<file path="src/rtl/branch_redirect.sv">
// Branch/jump resolution at execute: evaluates the condition, computes the target,
// and drives the PC generator redirect (pcBranch/originPc) followed by a wrong-path squash.
module branch_redirect #(
  parameter int unsigned PCLEN        = 10,
  parameter int unsigned DATALEN      = 16,
  parameter int unsigned FLUSH_CYCLES = 2
) (
  input  logic               clk,
  input  logic               rst_n,
  input  logic               inValid,
  input  logic [2:0]         brType,
  input  logic [PCLEN-1:0]   pcIn,
  input  logic [PCLEN-1:0]   imm,
  input  logic [DATALEN-1:0] rsVal,
  input  logic [DATALEN-1:0] rtVal,
  output logic [PCLEN-1:0]   pcBranch,
  output logic               originPc,
  output logic               flush,
  output logic               busy,
  output logic [15:0]        takenCnt
);

  // Out-of-range squash lengths fall back to a single flush cycle
  localparam int unsigned FLUSH_EFF = ((FLUSH_CYCLES >= 1) && (FLUSH_CYCLES <= 7)) ?
                                      FLUSH_CYCLES : 1;
  localparam int unsigned CNT_W     = 3;
  localparam int unsigned TAKEN_W   = 16;

  localparam logic [2:0] BR_BEQ = 3'b001;
  localparam logic [2:0] BR_BNE = 3'b010;
  localparam logic [2:0] BR_BLT = 3'b011;
  localparam logic [2:0] BR_BGE = 3'b100;
  localparam logic [2:0] BR_JAL = 3'b101;
  localparam logic [2:0] BR_JR  = 3'b110;

  typedef enum logic [1:0] {
    S_IDLE     = 2'd0,
    S_REDIRECT = 2'd1,
    S_FLUSH    = 2'd2
  } state_t;

  state_t               state_q, state_d;
  logic [PCLEN-1:0]     pc_branch_q, pc_branch_d;
  logic                 origin_q, origin_d;
  logic                 flush_q, flush_d;
  logic                 busy_q, busy_d;
  logic [CNT_W-1:0]     cnt_q, cnt_d;
  logic [TAKEN_W-1:0]   taken_cnt_q, taken_cnt_d;

  logic                 taken_c;
  logic [PCLEN-1:0]     rel_tgt_c;
  logic [PCLEN-1:0]     jr_tgt_c;
  logic [PCLEN-1:0]     target_c;

  // Branch condition evaluation
  always_comb begin
    taken_c = 1'b0;
    case (brType)
      BR_BEQ:  taken_c = (rsVal == rtVal);
      BR_BNE:  taken_c = (rsVal != rtVal);
      BR_BLT:  taken_c = ($signed(rsVal) <  $signed(rtVal));
      BR_BGE:  taken_c = ($signed(rsVal) >= $signed(rtVal));
      BR_JAL:  taken_c = 1'b1;
      BR_JR:   taken_c = 1'b1;
      default: taken_c = 1'b0;
    endcase
  end

  // PC-relative target wraps naturally in PCLEN bits; JR target is word aligned
  assign rel_tgt_c = PCLEN'(pcIn + PCLEN'(imm << 2));
  assign jr_tgt_c  = {rsVal[PCLEN-1:2], 2'b00};
  assign target_c  = (brType == BR_JR) ? jr_tgt_c : rel_tgt_c;

  // State register and registered outputs
  always_ff @(posedge clk or negedge rst_n) begin
    if (!rst_n) begin
      state_q     <= S_IDLE;
      pc_branch_q <= '0;
      origin_q    <= 1'b0;
      flush_q     <= 1'b0;
      busy_q      <= 1'b0;
      cnt_q       <= '0;
      taken_cnt_q <= '0;
    end else begin
      state_q     <= state_d;
      pc_branch_q <= pc_branch_d;
      origin_q    <= origin_d;
      flush_q     <= flush_d;
      busy_q      <= busy_d;
      cnt_q       <= cnt_d;
      taken_cnt_q <= taken_cnt_d;
    end
  end

  // Next-state and next-output logic
  always_comb begin
    state_d     = state_q;
    pc_branch_d = pc_branch_q;
    origin_d    = 1'b0;
    flush_d     = flush_q;
    busy_d      = busy_q;
    cnt_d       = cnt_q;
    taken_cnt_d = taken_cnt_q;

    case (state_q)
      S_IDLE: begin
        flush_d = 1'b0;
        busy_d  = 1'b0;
        if (inValid && taken_c) begin
          state_d     = S_REDIRECT;
          pc_branch_d = target_c;
          origin_d    = 1'b1;
          flush_d     = 1'b1;
          busy_d      = 1'b1;
          taken_cnt_d = (taken_cnt_q == {TAKEN_W{1'b1}}) ? taken_cnt_q
                                                         : taken_cnt_q + TAKEN_W'(1);
        end
      end
      S_REDIRECT: begin
        state_d = S_FLUSH;
        cnt_d   = CNT_W'(FLUSH_EFF - 1);
        flush_d = 1'b1;
        busy_d  = 1'b1;
      end
      S_FLUSH: begin
        if (cnt_q == '0) begin
          state_d = S_IDLE;
          flush_d = 1'b0;
          busy_d  = 1'b0;
        end else begin
          cnt_d   = cnt_q - CNT_W'(1);
          flush_d = 1'b1;
          busy_d  = 1'b1;
        end
      end
      default: begin
        state_d = S_IDLE;
        flush_d = 1'b0;
        busy_d  = 1'b0;
      end
    endcase
  end

  assign pcBranch = pc_branch_q;
  assign originPc = origin_q;
  assign flush    = flush_q;
  assign busy     = busy_q;
  assign takenCnt = taken_cnt_q;

endmodule

</file>
<file path="config.mk">
export PLATFORM = sky130hd
export DESIGN_NAME = branch_redirect
export DESIGN_NICKNAME = d
export VERILOG_FILES = /design/src/rtl/branch_redirect.sv
export SDC_FILE = /design/constraint.sdc
export NUM_CORES = 1
export LEC_CHECK = 0
export BUFFER_PORTS_ARGS = -buffer_cell sky130_fd_sc_hd__buf_4
export CORE_MARGIN = 4
export CORE_UTILIZATION = 45
export DETAILED_ROUTE_END_ITERATION = 12
export PLACE_DENSITY_LB_ADDON = 0.1
export SYNTH_ARGS = -nofsm -noshare
export SYNTH_HDL_FRONTEND = slang
export SYNTH_SLANG_ARGS = --single-unit
</file>
<file path="constraint.sdc">
create_clock -name clk -period 2.2 [get_ports clk]
set_clock_uncertainty 0.2 [all_clocks]
set_input_delay 0.33 -clock clk [delete_from_list [all_inputs] [get_ports clk]]
set_output_delay 0.33 -clock clk [all_outputs]
set_load 0.005 [all_outputs]
</file>
==> results.md, run 1 <==
* Number of I/O pins at 87
* Fill cell count at 336
* Rows at 25
* Main synth FF type: dfrtp_1
* Async SR Flop Fraction at 100%
* CTS Sinks at 33
* PwrDens at 722 nW/um2
* Sequential Power Share at 33.5%
* Ant. Diodes at 0
* Register bit total from synthesis at 33
* Unrepaired setup endpoints after global routing: yes
* Failing checks: negative setup slack
* Final setup margin at -392 ps
* CP Cell Sequence: buf_8 -> inv_12 -> ha_4 -> nand4_1 -> nor4_4 -> buf_4 -> nand2_4 -> mux2_4 -> o211a_1 -> o31ai_4 -> buf_12 -> nor3_2 -> mux2_4
* Layout cells sized above 1 at 48.4%
* DRC errors left at 0
* Sequential share of the synthesized area at 35.4%
* Die W at 80.0 um
* Most used cell, CP: mux2_4
* Post-Syn Nets at 341
* TritonCTS clock tree: built
* Peak VDD IR at 0.465 mV
* Final Max Tran Viols at 0
* Area after DPL at 3330 um2
* Core area at 4880 um2
* Pint at 1.86 mW
* First-pass GRT wire length at 10,300 um
* TritonRoute pass-1 iters at 4
* Die Ht at 80.0 um
* Critical path buffers and inverters at 4
* CP required at 2180 ps
* Post-route ant nets at 0
* CP Class: primary input to flop
* Endpoints failing setup at 29
* Pleak at 1.93 nW
* Clk_lat worst skew at 290 ps
* P&R area growth vs syn at 64.9%
* Worst Tran Pin Value at 611 ps
* Clock network fraction of total power at 21.4%
* CP Launch Type: primary input
* DRT iter0 DRCs at 99
* Switching Share at 33.1%
* CTS Buf Count at 5
* Worst-path maximum fanout at 7
* Count of cell types in the netlist at 44
* Tot GR Track Use at 20.6%
* DRT Wirelength at 6200 um
* Min Tclk post-route at 2590 ps
* CP max-delay cell: mux2_4
* Crit path DAT at 2570 ps
* Mean area per synthesized cell at 9.11 um2
* CP top delay family: simple AND/OR/NAND/NOR gates
* Clock root buffer master: clkbuf_8
* Hold Fails Final Rpt at 0
* Max Cap Viol at 0
* Avg WL per Cell at 14.1 um
* HP Class: primary input to flop
* Synth warn at 0
* Number of global-route vias before repair at 2,348
* Largest net degree at the start of global routing at 34
* DR vias/cell at 5.00
* Number of synthesized flops with an enable pin at 0
* Post-DP HPWL at 4470 um
* Max clock buf depth at 2
* Comb power frac at 45.1%
* CP endpoint kind: flop
* F_max at 386 MHz
* Switch Pwr at 918 uW
* Die area at 6400 um2
* Detailed-route via count at 2,203
* Gp weighted congestion at 0.758
* Mapped cell area at 2330 um2
* Clk slew on worst S/H paths at 70 ps
* Outcome: finished, violations left
* H-tree depth reported by CTS at 2
* Port Buffers at 84
* Grt ovf at 0
* Final instance area at 3840 um2
* Rel. slew slack at 59.3%
* Initial antenna violation count at 0
* Fin crit share at 118%
* Nets at 458
* Worst hold slack at 93.2 ps
* Cells after Synth at 256
* CP max stage delay at 320 ps
* Initial Util at 47.8%
* Pre-CTS WS at -881 ps
==> worst min-delay path, delay by kind of cell <==
| family | cells | cell delay (ps) |
|---|---|---|
| buffers and inverters | 2 | 160 |
| AO/OA/AOI/OAI | 1 | 60 |
==> cell usage after synthesis (4+ instances only) <==
master,n,share of area (%)
ha_1,26,14
inv_1,29,4.7
o21ai_0,15,3.2
xor2_1,17,6.4
and3_1,4,1.1
nor2_1,13,2.1
a21oi_1,18,3.9
nor4_1,7,1.9
mux2i_1,4,1.7
nor3_1,9,1.9
a21o_1,4,1.3
nand2b_1,4,1.1
nand3_1,7,1.5
nand2_1,24,3.9
dfrtp_1,33,35
==> worst paths after layout <==
kind	cells past startpoint	slack, ps	endpoint	start
max	13	-390	takenCnt[12]	rtVal[6]
min	3	90	pcBranch[0]	pcIn[0]
max reg2reg	8	70	takenCnt[1]	takenCnt[0]
min reg2reg	2	280	pcBranch[2]	pcBranch[2]
max in group asynchronous	2	1180	takenCnt[10]	rst_n
min in group asynchronous	2	320	pcBranch[0]	rst_n
==> routing by layer <==
layer	global-route usage [%]	routed length (um)	up-vias
met5	0	0	-
met4	10.3	155	0
met3	3.61	299	12
met2	37.2	3250	54
met1	23.0	2500	1015
li1	-	-	1122
==> layout make-up <==
| class | count | area (um2) | area share, % |
|---|---|---|---|
| clock buffers | 7 | 86.3 | 2.25 |
| clock inverters | 1 | 30.0 | 0.781 |
| inverters | 29 | 136 | 3.55 |
| multi-input cells | 186 | 1680 | 43.6 |
| flip-flops and latches | 33 | 826 | 21.5 |
| well taps | 67 | 83.8 | 2.18 |
| repair buffers | 118 | 1000 | 26.1 |
==> placed cells by master, fill, tap and decap left out, types with 5 or more instances in the layout <==
cell      count
buf_4        97
nand2_1      19
nor2_1       13
ha_1         18
dfrtp_1      33
a21oi_1      18
inv_1        19
clkbuf_8      6
buf_6        15
nor4_4        5
xor2_1       17
o21ai_2       6
nand3_1       7
ha_4          8
o21ai_0       7
nor3_2        5
==> cell families after synthesis <==
family	share of synthesized area (%)
and+or+nand+nor	19.2
AOI/OAI and AO/OA	12.8
buffers and inverters	6.82
DFF	35.4
adders and majority gates	14.8
xor gates and xnor gates	7.51
muxes	3.49
==> power groups by stage <==
stage          Combinational [mW]  Clock [mW]  Sequential [mW]
4_1_cts                      1.24       0.604            0.914
5_1_grt                      1.37       0.636            0.956
3_5_place_dp                 1.03           0            0.921
6_report                     1.25       0.594            0.929
3_3_place_gp                 1.00           0            0.918
2_1_floorplan               0.502           0            0.924
==> what timing repair did <==
item	4_1_cts	5_1_grt
setup buffers	8	1
gates cloned	3	0
endpoints found under the hold margin	33	0
gates resized for setup	49	25
setup endpoints to repair	29	29
hold buffers	1	0
pin swaps	13	23
==> through the flow <==
step           setup TNS, ps  total power, mW  instances  utilization (%)
2_1_floorplan          -7650             1.43        256                -
3_3_place_gp          -20960             1.92        423             68.2
3_5_place_dp          -23050             1.95        423             68.2
4_1_cts                -7150             2.75        443             77.9
5_1_grt               -12410             2.97        441             78.8
6_report               -9230             2.78        441             78.8
==> sequential cells by signal (all words and copies together), names as in the netlist <==
signal,count
cnt_q,3
state_q,2
pcBranch,10
busy,1
originPc,1
takenCnt,16
Note: power is estimated with default switching activity, not from simulation.
==> run 2: changes to the inputs <==
Settings changed: CELL_PAD_IN_SITES_DETAIL_PLACEMENT from default to 0, CELL_PAD_IN_SITES_GLOBAL_PLACEMENT from default to 1, CORE_UTILIZATION 45 to 33.
==> run 2 against run 1 <==
Effect of this change: the run still ends with negative setup slack left; non-clock buffer count grew 15; flip-flop and latch count is the same; final cell count grew 10%; critical path type unchanged; via count grew 1.0%; highest routed layer unchanged; wire length shrank 3.4%; core utilization shrank 20 points; critical endpoint is now takenCnt[1]; sequential power shrank 0.5%; design area grew 3.7%.
==> results.md, run 2 (same netlist as run 1, synthesis figures left out) <==
* Die Ht at 92.0 um
* CP required at 2170 ps
* Number of global-route vias before repair at 2,086
* Core area at 6830 um2
* CP endpoint kind: flop
* Multi-input gate area at 1690 um2
* Die area at 8470 um2
* Failing checks: negative setup slack
* DRT iter0 DRCs at 70
* Initial antenna violation count at 0
* CTS Sinks at 33
* TritonRoute pass-1 iters at 4
* Max Cap Viol at 0
* Fin crit share at 115%
* Unrepaired setup endpoints after global routing: yes
* HP Class: primary input to flop
* Initial Util at 34.1%
* Peak VDD IR at 0.301 mV
* PwrDens at 702 nW/um2
* Clk slew on worst S/H paths at 70 ps
* Fill cell count at 636
* Max reg flops at 16
* Crit path DAT at 2490 ps
* Pleak at 2.03 nW
* Endpoints failing setup at 29
* Worst Tran Pin Value at 422 ps
* CP Cell Sequence: buf_6 -> inv_4 -> ha_4 -> nand4_4 -> nor4_4 -> buf_4 -> nand2_4 -> mux2_4 -> o211a_1 -> o31ai_4 -> buf_6 -> nor2_4 -> mux2_4
* Port Buffers at 84
* TritonCTS clock tree: built
* Detailed-route via count at 2,226
* CP Launch Type: primary input
* CP max-delay cell: nor4_4
* Layout cells sized above 1 at 51.4%
* Post-route ant nets at 0
* Max clock buf depth at 2
* Outcome: finished, violations left
* Avg WL per Cell at 12.4 um
* Pre-CTS WS at -973 ps
* Final Max Tran Viols at 0
* Commonest non-fill, non-tap cell in the layout: buf_4
* H-tree depth reported by CTS at 2
* Grt ovf at 0
* Ant. Diodes at 0
* Most frequent cells in the layout: buf_4 (116), dfrtp_1 (33), inv_1 (19), ha_1 (18)
* DRT Wirelength at 5990 um
* Tot GR Track Use at 13.8%
* Worst hold slack at 105 ps
* Gp weighted congestion at 0.761
* Setup TNS at -7240 ps
* DRC errors left at 0
* P&R area growth vs syn at 71.0%
* Largest net degree at the start of global routing at 34
* Rel. slew slack at 71.9%
* Die W at 92.0 um
* Hold Fails Final Rpt at 0
* Sequential cell area at 826 um2
* F_max at 397 MHz
* Clk_lat worst skew at 280 ps
* Post-DP HPWL at 4620 um
* CP max stage delay at 300 ps
* Final setup margin at -319 ps
* Nets at 473
* Rows at 30
* First-pass GRT wire length at 9520 um
* CP Class: primary input to flop
* Final core utilization at 58.4%
* Worst-path maximum fanout at 6
* DR vias/cell at 4.59
* Min Tclk post-route at 2520 ps
* CTS Buf Count at 5
* Number of I/O pins at 87
* Clock root buffer master: clkbuf_8
==> run 2: area by class of cell <==
cell class                      count  share of cell area, %
Sequential cell                    33                   20.7
Clock inverter                      3                   1.16
Tap cell                           96                   3.01
Inverter                           29                   3.42
Multi-Input combinational cell    186                   42.3
Timing Repair Buffer              133                   27.6
Clock buffer                        5                   1.73
==> run 2: final timing paths <==
| check | cells past startpoint | endpoint | from | slack (ps) |
|---|---|---|---|---|
| worst max register to register | 8 | takenCnt[1] | takenCnt[1] | 70 |
| max in group asynchronous | 2 | takenCnt[8] | rst_n | 1170 |
| worst min register to register | 1 | takenCnt[15] | takenCnt[15] | 300 |
| worst min-delay path | 3 | pcBranch[1] | pcIn[1] | 110 |
| min in group asynchronous | 2 | pcBranch[3] | rst_n | 320 |
| worst max-delay path | 13 | takenCnt[1] | rtVal[14] | -320 |
==> run 2: what timing repair did <==
action | CTS | global route
endpoints found under the hold margin | 33 | 0
gates cloned | 1 | 1
gates resized for setup | 27 | 46
hold buffers | 1 | 0
buffers inserted | 5 | 4
endpoints found under the setup margin | 29 | 29
pin swaps | 12 | 19
==> run 2: report_power, final <==
| group | total (mW) | leakage, nW | internal [mW] | switching [mW] |
|---|---|---|---|---|
| clock network | 0.565 | 0.0543 | 0.339 | 0.226 |
| registers | 0.924 | 0.428 | 0.785 | 0.139 |
| logic | 1.31 | 1.55 | 0.748 | 0.561 |
| total | 2.80 | 2.03 | 1.87 | 0.926 |
==> run 2: stage by stage <==
stage	power (mW)	std cells	area, um2
6_report	2.80	485	3990
5_1_grt	3.01	485	3990
3_5_place_dp	2.00	465	3450
2_1_floorplan	1.43	256	2460
4_1_cts	2.65	480	3750
3_3_place_gp	1.98	465	3450
==> run 2: metal layers <==
metal  part of all wire [%]  GRT usage, %  wire length (um)
met5                      0             0                 0
met4                    1.1          3.71                66
met3                    7.0          4.27               422
met2                     49          22.6              2950
met1                     43          17.6              2560
==> run 2: critical path, delay by kind of cell <==
family,cells,cell delay [ps]
mux,2,590
simple gates,4,540
buf+inv,4,460
compound gates,2,310
fa+ha+maj,1,270
